File: src/rtl/nn_pkg.sv
// rtl/nn_pkg.sv - shared widths and state type for the NN datapath stages
package nn_pkg;
   localparam int ACC_W   = 16;
   localparam int ACT_W   = 8;
   localparam int SHIFT_W = 4;
   localparam int ACT_MAX = 255;

   typedef enum logic {
      ST_IDLE   = 1'b0,
      ST_STREAM = 1'b1
   } state_t;
endpackage

File: src/rtl/requant_relu_serializer_if.sv
// rtl/requant_relu_serializer_if.sv - vector capture and activation stream handshake bundle
interface requant_relu_serializer_if
   import nn_pkg::*;
#(
   parameter int M     = 2,
   parameter int IDX_W = (M > 1) ? $clog2(M) : 1
);
   logic               in_valid;
   logic               in_ready;
   logic [ACC_W-1:0]   y_in [0:M-1];
   logic [SHIFT_W-1:0] shift_amt;
   logic               out_valid;
   logic               out_ready;
   logic [ACT_W-1:0]   out_data;
   logic [IDX_W-1:0]   out_idx;
   logic               out_last;

   modport master (
      output in_valid, y_in, shift_amt, out_ready,
      input  in_ready, out_valid, out_data, out_idx, out_last
   );

   modport slave (
      input  in_valid, y_in, shift_amt, out_ready,
      output in_ready, out_valid, out_data, out_idx, out_last
   );
endinterface

File: src/rtl/requant_relu_serializer_requant_unit.sv
// rtl/requant_relu_serializer_requant_unit.sv - one-element ReLU, shift and saturate; REQUANT_ROUND_EN adds round-half-up
module requant_unit
   import nn_pkg::*;
(
   input  logic [ACC_W-1:0]   acc,
   input  logic [SHIFT_W-1:0] shift,
   output logic [ACT_W-1:0]   act
);
   // Negative inputs are forced to zero below, so the 17-bit path only sees non-negative values.
   logic [ACC_W:0] wide;
   logic [ACC_W:0] shifted;

   always_comb begin
      wide = {1'b0, acc};
`ifdef REQUANT_ROUND_EN
      if (shift != '0) begin
         wide = wide + ((ACC_W+1)'(1) << (shift - 1'b1));
      end
`endif
      shifted = wide >> shift;
      if (acc[ACC_W-1]) begin
         act = '0;
      end else if (shifted > (ACC_W+1)'(ACT_MAX)) begin
         act = ACT_W'(ACT_MAX);
      end else begin
         act = shifted[ACT_W-1:0];
      end
   end
endmodule

File: src/rtl/requant_relu_serializer.sv
// rtl/requant_relu_serializer.sv - requantize an accumulator vector and stream it out; REQUANT_ROUND_EN selects rounding
module requant_relu_serializer
   import nn_pkg::*;
#(
   parameter int M     = 2,
   parameter int IDX_W = (M > 1) ? $clog2(M) : 1
) (
   input  logic clk,
   input  logic rst,
   requant_relu_serializer_if.slave bus
);
   state_t           state;
   logic             ready_q;
   logic [IDX_W-1:0] idx;
   logic [ACT_W-1:0] act_buf [0:M-1];
   logic [ACT_W-1:0] act     [0:M-1];
   logic             last_idx;

   for (genvar g = 0; g < M; g++) begin : g_rq
      requant_unit u_rq (
         .acc   (bus.y_in[g]),
         .shift (bus.shift_amt),
         .act   (act[g])
      );
   end

   assign last_idx = (idx == IDX_W'(M - 1));

   always_ff @(posedge clk or posedge rst) begin
      if (rst) begin
         state   <= ST_IDLE;
         ready_q <= 1'b0;
         idx     <= '0;
         for (int i = 0; i < M; i++) begin
            act_buf[i] <= '0;
         end
      end else begin
         case (state)
            ST_IDLE: begin
               ready_q <= 1'b1;
               if (bus.in_valid && ready_q) begin
                  for (int i = 0; i < M; i++) begin
                     act_buf[i] <= act[i];
                  end
                  idx     <= '0;
                  state   <= ST_STREAM;
                  ready_q <= 1'b0;
               end
            end
            ST_STREAM: begin
               if (bus.out_ready) begin
                  if (last_idx) begin
                     state   <= ST_IDLE;
                     ready_q <= 1'b1;
                     idx     <= '0;
                  end else begin
                     idx <= idx + 1'b1;
                  end
               end
            end
            default: state <= ST_IDLE;
         endcase
      end
   end

   // Outputs decode registers only; out_ready never reaches them combinationally.
   assign bus.in_ready  = ready_q;
   assign bus.out_valid = (state == ST_STREAM);
   assign bus.out_data  = act_buf[idx];
   assign bus.out_idx   = idx;
   assign bus.out_last  = (state == ST_STREAM) && last_idx;
endmodule

File: src/flat_wrapper.sv
// flat-port wrapper written by rule: the top's interface ports become plain ports
module requant_relu_serializer_flat import nn_pkg::*;
#(
   parameter int M     = 2,
   parameter int IDX_W = (M > 1) ? $clog2(M) : 1
)
  (clk, rst, bus_in_valid, bus_y_in, bus_shift_amt, bus_out_ready, bus_in_ready, bus_out_valid, bus_out_data, bus_out_idx, bus_out_last);
  requant_relu_serializer_if #(.M(M), .IDX_W(IDX_W)) bus_i ();
  input  logic clk;
  input  logic rst;
  input wire logic [$bits(bus_i.in_valid)-1:0] bus_in_valid;
  input wire logic [$bits(bus_i.y_in)-1:0] bus_y_in;
  input wire logic [$bits(bus_i.shift_amt)-1:0] bus_shift_amt;
  input wire logic [$bits(bus_i.out_ready)-1:0] bus_out_ready;
  output wire logic [$bits(bus_i.in_ready)-1:0] bus_in_ready;
  output wire logic [$bits(bus_i.out_valid)-1:0] bus_out_valid;
  output wire logic [$bits(bus_i.out_data)-1:0] bus_out_data;
  output wire logic [$bits(bus_i.out_idx)-1:0] bus_out_idx;
  output wire logic [$bits(bus_i.out_last)-1:0] bus_out_last;
  assign bus_i.in_valid = bus_in_valid;
  assign bus_i.y_in = {>>{bus_y_in}};
  assign bus_i.shift_amt = bus_shift_amt;
  assign bus_i.out_ready = bus_out_ready;
  assign bus_in_ready = bus_i.in_ready;
  assign bus_out_valid = bus_i.out_valid;
  assign bus_out_data = bus_i.out_data;
  assign bus_out_idx = bus_i.out_idx;
  assign bus_out_last = bus_i.out_last;
  requant_relu_serializer #(.M(M), .IDX_W(IDX_W)) u_core (.clk(clk), .rst(rst), .bus(bus_i));
endmodule
File: config.mk
export PLATFORM = sky130hd
export DESIGN_NAME = requant_relu_serializer_flat
export DESIGN_NICKNAME = d
export VERILOG_FILES = /design/src/rtl/nn_pkg.sv /design/src/rtl/requant_relu_serializer_if.sv /design/src/rtl/requant_relu_serializer_requant_unit.sv /design/src/rtl/requant_relu_serializer.sv /design/src/flat_wrapper.sv
export SDC_FILE = /design/constraint.sdc
export NUM_CORES = 1
export LEC_CHECK = 0
export CORE_ASPECT_RATIO = 0.8
export CORE_MARGIN = 2
export CORE_UTILIZATION = 46
export DETAILED_ROUTE_END_ITERATION = 10
export GPL_TIMING_DRIVEN = 0
export PLACE_DENSITY = 0.78
export SYNTH_ARGS = -nofsm -noshare
export SYNTH_HDL_FRONTEND = slang
export SYNTH_SLANG_ARGS = --single-unit
File: constraint.sdc
create_clock -name clk -period 1.43 [get_ports clk]
set_input_delay 0.286 -clock clk [delete_from_list [all_inputs] [get_ports clk]]
set_output_delay 0.286 -clock clk [all_outputs]
set_load 0.005 [all_outputs]
-- Word-level counts from Yosys, hierarchy flattened
Index checks and enable logic that the tools add are counted.
- register bits: 19
- input port bits: 40
- output and inout port bits: 12
- logic and storage cells: 40
- add/sub/neg operators: 1
- $lt $le $gt $ge: 3
- eq/ne operators: 3
- shift operators: 2
- muxes and demuxes: 19
- bitwise operators: 2
- reduce and logical (&&, ||, !) cells: 5
- operators with widths (cell ; number):
    8-bit 2-to-1 mux ; 7
    17-bit by 8-bit greater-than comparator with 1-bit output (second input constant) ; 2
    16-bit by 4-bit >> shifter with 17-bit output ; 2
    1-bit 2-to-1 mux ; 9
    1-bit case mux with 2 select lines ; 3
    2-bit AND reduction ; 3
    2-bit != test (second input constant) ; 2
    2-bit greater-or-equal comparator (second input constant) ; 1
    1-bit logical AND ; 2
    2-bit by 1-bit != test with 1-bit output (second input constant) ; 1
    1-bit inverter with 2-bit output ; 1
    1-bit adder (second input constant) ; 1
    1-bit inverter ; 1

-- Longest topological paths before layout
Gate-level depths: netlist of the first run.
- word-level depth: 4
- mapped depth: 8
- gate-level depth less buffers: 5

-- Modules after synthesis
Synthesis of the first run repeated with hierarchy kept, for this count alone.
- cells, all modules: 222
- area total of the unflattened synthesis: 2338.5 µm²
- modules (own cells, without submodules) (module ; times used ; cells an instance ; area each (µm²) ; sequential area each (µm²)):
    requant_unit ; 2 ; 83 ; 725.7 ; 0.0
    requant_relu_serializer ; 1 ; 56 ; 887.1 ; 475.5

-- Worst setup path before layout of the first run
Ideal clock, no wire load.
- kind: in2reg
- from: input port bus_shift_amt[0]
- to: register u_core.act_buf[1] (netlist name)
- setup time: 122 ps
- arrival time: 1875 ps
- data required time: 1308 ps
- slack: -567 ps
- stages: 6
- buffers on the path: 1
- path through: buf_6 -> mux4_2 -> o41ai_4 -> o2111ai_2 -> o21bai_1 -> a32o_1
- longest elaborated chain between the ends: 4
- ends and longest elaborated chain (element ; RTL line ; RTL):
    start, declared ; flat_wrapper.sv:13 ; input wire logic [$bits(bus_i.shift_amt)-1:0] bus_shift_amt;
    16-bit by 4-bit >> shifter with 17-bit output * ; requant_relu_serializer_requant_unit.sv:20 ; shifted = wide >> shift;
    17-bit by 8-bit greater-than comparator with 1-bit output ; requant_relu_serializer_requant_unit.sv:23 ; end else if (shifted > (ACC_W+1)'(ACT_MAX)) begin
    8-bit 2-to-1 mux * ; requant_relu_serializer_requant_unit.sv:23 ;
    8-bit 2-to-1 mux * ; requant_relu_serializer_requant_unit.sv:21 ; if (acc[ACC_W-1]) begin
    end signal, assigned by index ; requant_relu_serializer.sv:43 ; act_buf[i] <= act[i];
    end, declared ; requant_relu_serializer.sv:15 ; logic [ACT_W-1:0] act_buf [0:M-1];
Every way passes the cells marked *; elsewhere a longest branch is shown, timed or not.
A chain may end at the register's enable or synchronous reset.

-- Worst setup path in the final report of the first run
Ends and elaborated chain as after synthesis.

==> impl_metrics.yaml, run 1 <==
critical_path:
  cp-start-kind: "input pin"
  cp_max_fo: 4
  critPathCaptureType: "flip-flop"
  worstPathBufferInverterCount: 1
  crit_slowest_cell: "mux4_2"
  rr_worst_depth: 5
  slowest_delay_ns: 0.51
  worst-setup-path-type: "in2reg"
  worstPathRequired_ns: 1.57
  r2r-start: "u_core.bus.out_valid"
  reg2reg_to: "u_core.act_buf[5]"
  critPathTopFamily: "compound AO/OA/AOI/OAI gates"
  rrSetupSlack_ns: -0.23
  cp_cell_sequence: "buf_12, mux4_2, o41ai_4, o2111ai_2, o21bai_1, a32o_1"
  worstPathArrival_ns: 1.92
floorplanning:
  die_x_um: 81.5
  ios: 52
  core_area_sq_mm: 0.00460
  die_area_sq_mm: 0.00538
  row_count: 22
  fp.dieH_um: 66.0
  initial_core_util_pct: 48.1
clocking:
  clk_pin_slew_ns: 0.07
  cts_buffers: 3
  clockBufferDepth: 2
  cts.sinks: 19
  cts-root-buf: "clkbuf_8"
  htreeDepth: 1
  cts_tree: "done"
  clk_latency_ns: 0.25
grt:
  grt_max_degree: 20
  grt-ovfl-total: 0
  grt_usage_pct: 26.1
  antenna_found_initial: 0
  grt_pass1_wl_um: 10700
  grt_pass1_vias: 2172
sta:
  finalCritPeriodShare_pct: 125
  hold_slack_ns: 0.343
  setup_violations: 26
  finalHoldViolations: 0
  max_freq_ghz: 0.560
  max_slew.worst_pin.slew_ns: 0.720
  rsz0062_at_grt: "yes"
  finClkSkew_ns: 0.00635
  finalMaxSlewViolations: 0
  layout_min_cycle_time_ns: 1.79
  slew_headroom_pct: 51.9
  finalWorstSetupSlack_ns: -0.357
power_and_ir_drop:
  comb_power_share_pct: 63.9
  p_sw_mw: 1.29
  p_per_area_mw_per_mm2: 1110
  clkPwrFrac_pct: 10.1
  p_int_mw: 2.37
  p_leak_nw: 1.39
  sw_frac_of_total_pct: 35.3
  power.total_mw: 3.66
  vdd_ir_drop_max_uv: 953
  seqPwrFrac_pct: 26.0
synthesis:
  yosys.area.top_type: "mux4_2"
  avgSynthCellArea_sq_um: 9.91
  synth_edf_count: 0
  synth_cell_type_count: 44
  yosysWarnings: 0
  synth_most_common_cell: "nand2_1"
  netlist_area_sq_mm: 0.00221
  synthTopCellsByArea: "mux4_2 (26%), dfrtp_1 (22%), mux2_2 (7.1%)"
  synth-seq-cells: 19
  synthArstFlopShare_pct: 100
  synth_flop_cell: "dfrtp_1"
  synthCells: 223
  yosys-top-cells-count: "nand2_1 (36), mux4_2 (26), dfrtp_1 (19), mux2_2 (14), nor2_1 (12)"
  syn_nets: 263
  netlist.area_leader.share_pct: 26.5
  yosysSeqAreaShare_pct: 21.5
cells_and_area:
  fillers: 335
  layout-drive-gt1-share_pct: 44.1
  area_delta_synth_final_pct: 48.8
  antenna_cells: 0
  finish.instance_area_sq_mm: 0.00329
  utilization_pct: 71.6
  nets: 340
flow_run:
  maxCapViolCount: 0
placement:
  gp_congestion: 0.904
  port_buffers: 49
  dpl.hpwl_um: 4860
  placed_cell_area_sq_mm: 0.00281
worst_hold_path:
  hold_start: "bus_y_in[31]"
  hold_path_end: "u_core.act_buf[15]"
  hold_path_depth: 4
  min_path_type: "in2reg"
run_status:
  outcome: "finished, violations left"
  failed_checks: "setup timing"
route:
  dr_total_vias: 2300
  routedWlPerCell_um: 18.9
  drc: 0
  final_antenna_net_count: 0
  drtIter0Drc: 150
  routed_wl_um: 6770
  first_pass_iters: 5
  vias_per_cell: 6.41
[worst min-delay path, stage by stage]
cell and delay, ns:
buf_6 0.10, nor3_2 0.06, inv_1 0.05, o21ai_1 0.06
[cell usage in the layout (no fill, tap or decap), types with 7 or more instances in the layout]
cell,instances
nand2_1,35
buf_6,27
mux4_2,26
dfrtp_1,19
buf_4,16
clkdlybuf4s50_1,16
dlygate4sd2_1,11
nor2_1,10
a21oi_1,9
mux2_4,9
mux2i_1,7
[flip-flops by register name, indices dropped and copies added, names as in the netlist]
register and flops:
u_core.bus.out_idx 1, u_core.bus.out_valid 1, u_core.act_buf 16, u_core.bus.in_ready 1
[layer usage]
layer	vias up	track usage, %	wire length [um]
met2	136	43.5	3320
met1	1133	37.4	2740
li1	1027	-	-
met3	4	2.32	687
met4	0	4.24	21
met5	-	0	0
[what timing repair did]
item | in CTS | in global routing
buffers inserted | 18 | 5
pin swaps | 9 | 7
gates cloned | 2 | 0
gates resized for setup | 148 | 41
endpoints found under the hold margin | 0 | 0
hold buffers | 0 | 0
endpoints found under the setup margin | 30 | 28
[how the worst max path moves through the flow]
| stage | startpoint | end | slack, ns | cells after the start |
|---|---|---|---|---|
| after global routing | bus_shift_amt[0] | u_core.act_buf[1] | -0.40 | 6 |
| after detailed placement | bus_shift_amt[2] | u_core.act_buf[10] | -1.30 | 7 |
| after floorplan | bus_shift_amt[0] | u_core.act_buf[1] | -0.55 | 6 |
| after global placement | bus_shift_amt[2] | u_core.act_buf[10] | -1.29 | 7 |
| after CTS | bus_shift_amt[0] | u_core.act_buf[1] | -0.35 | 6 |
| final | bus_shift_amt[0] | u_core.act_buf[1] | -0.36 | 6 |
[power groups by stage]
stage	clock (mW)	combinational, mW	sequential (mW)
after floorplan	0	0.975	0.883
after global placement	0	1.64	0.936
after detailed placement	0	1.68	0.952
after CTS	0.370	2.01	0.940
after global routing	0.394	2.51	0.961
final	0.370	2.34	0.952
[cells by family after synthesis]
group	count (synthesis)	synth area share, %
compound gates	61	21.2
buf+inv	24	4.81
flops	19	21.5
mux	49	37.7
simple gates	70	14.7
[through the flow]
step	setup TNS [ns]	cells	worst slack, ns
floorplan	-6.11	223	-0.546
global placement	-21.60	332	-1.29
detailed placement	-22.27	332	-1.30
CTS	-5.75	356	-0.347
global route	-6.85	359	-0.398
finish	-6.00	359	-0.357
[final cells by class]
class / instances / area [sq um] / share of cell area [%]
multi-input combinational: 180 / 1780 / 54.1
timing repair buffer: 72 / 698 / 21.2
sequential: 19 / 475 / 14.4
buffer: 17 / 190 / 5.78
tap: 60 / 75.1 / 2.28
clock buffer: 4 / 45.0 / 1.37
inverter: 7 / 26.3 / 0.798
(Power assumes the default switching activity.)
==> run 2, diff against run 1 <==
Settings changed: CELL_PAD_IN_SITES_DETAIL_PLACEMENT set to 1, CELL_PAD_IN_SITES_GLOBAL_PLACEMENT set to 2, CORE_UTILIZATION 46 to 28, GPL_ROUTABILITY_DRIVEN set to 0, PLACE_DENSITY 0.78 to not set, PLACE_DENSITY_LB_ADDON set to 0.1.
==> run 2 against run 1 <==
  * The run still ends with setup timing left
  * Sequential cell count unchanged
  * First-iteration DRC count shrank 63%
  * Combinational power is essentially flat
==> impl_metrics.yaml, run 2 (synthesized netlist as in run 1, its figures left out) <==
floorplanning:
  core_area_sq_mm: 0.00753
  ios: 52
  die_x_um: 103
  fp.dieH_um: 83.5
  die_area_sq_mm: 0.00863
  initial_core_util_pct: 29.4
  row_count: 28
clocking:
  clockBufferDepth: 2
  clk_latency_ns: 0.26
  cts-root-buf: "clkbuf_8"
  clk_pin_slew_ns: 0.08
  cts_tree: "done"
  cts.sinks: 19
  cts_buffers: 3
  htreeDepth: 1
grt:
  grt_pass1_vias: 2402
  grt_usage_pct: 20.6
  grt_max_degree: 20
  antenna_found_initial: 0
  grt_pass1_wl_um: 13700
  grt-ovfl-total: 0
power_and_ir_drop:
  vdd_ir_drop_max_uv: 550
  p_per_area_mw_per_mm2: 1070
  seqPwrFrac_pct: 26.0
  clkPwrFrac_pct: 10.4
  p_leak_nw: 1.45
  sw_frac_of_total_pct: 35.7
  p_sw_mw: 1.32
  power.total_mw: 3.71
  p_int_mw: 2.38
  comb_power_share_pct: 63.6
critical_path:
  worst-setup-path-type: "in2reg"
  reg2reg_to: "u_core.act_buf[0]"
  critPathTopFamily: "compound AO/OA/AOI/OAI gates"
  slowest_delay_ns: 0.48
  crit_slowest_cell: "mux4_2"
  rr_worst_depth: 5
  cp_max_fo: 6
  worstPathRequired_ns: 1.58
  cp-start-kind: "input pin"
  critPathCaptureType: "flip-flop"
  r2r-start: "u_core.bus.out_valid"
  rrSetupSlack_ns: -0.14
  cp_cell_sequence: "buf_4, mux4_2, o41ai_4, o2111ai_2, o21bai_1, a32o_1"
  worstPathArrival_ns: 1.87
  worstPathBufferInverterCount: 1
route:
  vias_per_cell: 5.59
  first_pass_iters: 4
  final_antenna_net_count: 0
  drc: 0
  routed_wl_um: 8860
  drtIter0Drc: 56
  routedWlPerCell_um: 21.7
  dr_total_vias: 2287
sta:
  finalCritPeriodShare_pct: 120
  slew_headroom_pct: 48.8
  finalWorstSetupSlack_ns: -0.292
  max_slew.worst_pin.slew_ns: 0.766
  hold_slack_ns: 0.364
  setup_violations: 25
  layout_min_cycle_time_ns: 1.72
  finClkSkew_ns: 0.00441
  rsz0062_at_grt: "yes"
  max_freq_ghz: 0.581
  finalHoldViolations: 0
  finalMaxSlewViolations: 0
  tns_ns: -4.96
cells_and_area:
  largest_register: "u_core.act_buf"
  area_delta_synth_final_pct: 56.2
  nets: 345
  largest_register_ffs: 16
  fin_cells: 409
  regArea_sq_um: 475
  antenna_cells: 0
  layout-drive-gt1-share_pct: 45.4
  fillers: 846
  multi_input_area_sq_mm: 0.00180
  layout_common_cells: "nand2_1 (35), buf_6 (27), mux4_2 (26), dfrtp_1 (19), buf_4 (17)"
  final_common_cell: "nand2_1"
placement:
  place_inst: 377
  port_buffers: 49
  dpl.hpwl_um: 6390
worst_hold_path:
  hold_start: "bus_y_in[31]"
  min_path_type: "in2reg"
  hold_path_end: "u_core.act_buf[15]"
  hold_path_depth: 4
run_status:
  outcome: "finished, violations left"
  failed_checks: "setup timing"
flow_run:
  maxCapViolCount: 0
run 2: power by group through the flow:
stage / clock network (mW) / registers [mW] / logic (mW)
floorplan: 0 / 0.883 / 0.975
global placement: 0 / 0.964 / 1.71
detailed placement: 0 / 0.969 / 1.72
CTS: 0.393 / 0.951 / 2.07
global route: 0.426 / 0.986 / 2.56
finish: 0.386 / 0.962 / 2.36
run 2: metrics by stage:
step | setup WS [ns] | area, sq um | util [%]
after floorplan | -0.546 | 2240 | -
after global placement | -1.37 | 2870 | 38.0
after detailed placement | -1.38 | 2870 | 38.0
after CTS | -0.327 | 3270 | 43.4
after global routing | -0.370 | 3450 | 45.8
final | -0.292 | 3450 | 45.8
run 2: layout make-up:
type | instances | area share (%)
repair buffers | 78 | 22.7
well taps | 105 | 3.80
inverters | 7 | 0.978
multi-input cells | 180 | 52.2
clock buffers | 4 | 1.30
flip-flops and latches | 19 | 13.8
plain buffers | 16 | 5.25
run 2: layer usage:
| metal | vias to the layer above | global-route usage (%) | part of all wire [%] |
|---|---|---|---|
| li1 | 1040 | - | - |
| met1 | 1185 | 31.1 | 49 |
| met2 | 53 | 31.8 | 47 |
| met3 | 9 | 2.85 | 3.4 |
| met4 | 0 | 3.35 | 1.2 |
| met5 | - | 0 | 0 |
run 2: timing repair:
item,in CTS,in global routing
hold buffers,0,0
gates cloned,2,1
pin swaps,8,8
resized for setup,147,49
endpoints found under the hold margin,0,0
setup buffers,23,5
endpoints found under the setup margin,31,27
run 2: worst max-delay path by stage:
| stage | to | start | depth (start not counted) | slack (ns) |
|---|---|---|---|---|
| floorplan | u_core.act_buf[1] | bus_shift_amt[0] | 6 | -0.55 |
| global placement | u_core.act_buf[10] | bus_shift_amt[2] | 7 | -1.37 |
| detailed placement | u_core.act_buf[10] | bus_shift_amt[2] | 7 | -1.38 |
| CTS | u_core.act_buf[2] | bus_shift_amt[0] | 7 | -0.33 |
| global route | u_core.act_buf[2] | bus_y_in[9] | 7 | -0.37 |
| finish | u_core.act_buf[1] | bus_y_in[9] | 6 | -0.29 |
run 2: worst reg2reg max path, cell delays in order (launching register included):
cell and delay (ns):
dfrtp_1 0.39, nand3b_1 0.16, buf_4 0.17, nor2_1 0.37, o221ai_1 0.25, o21ai_1 0.17
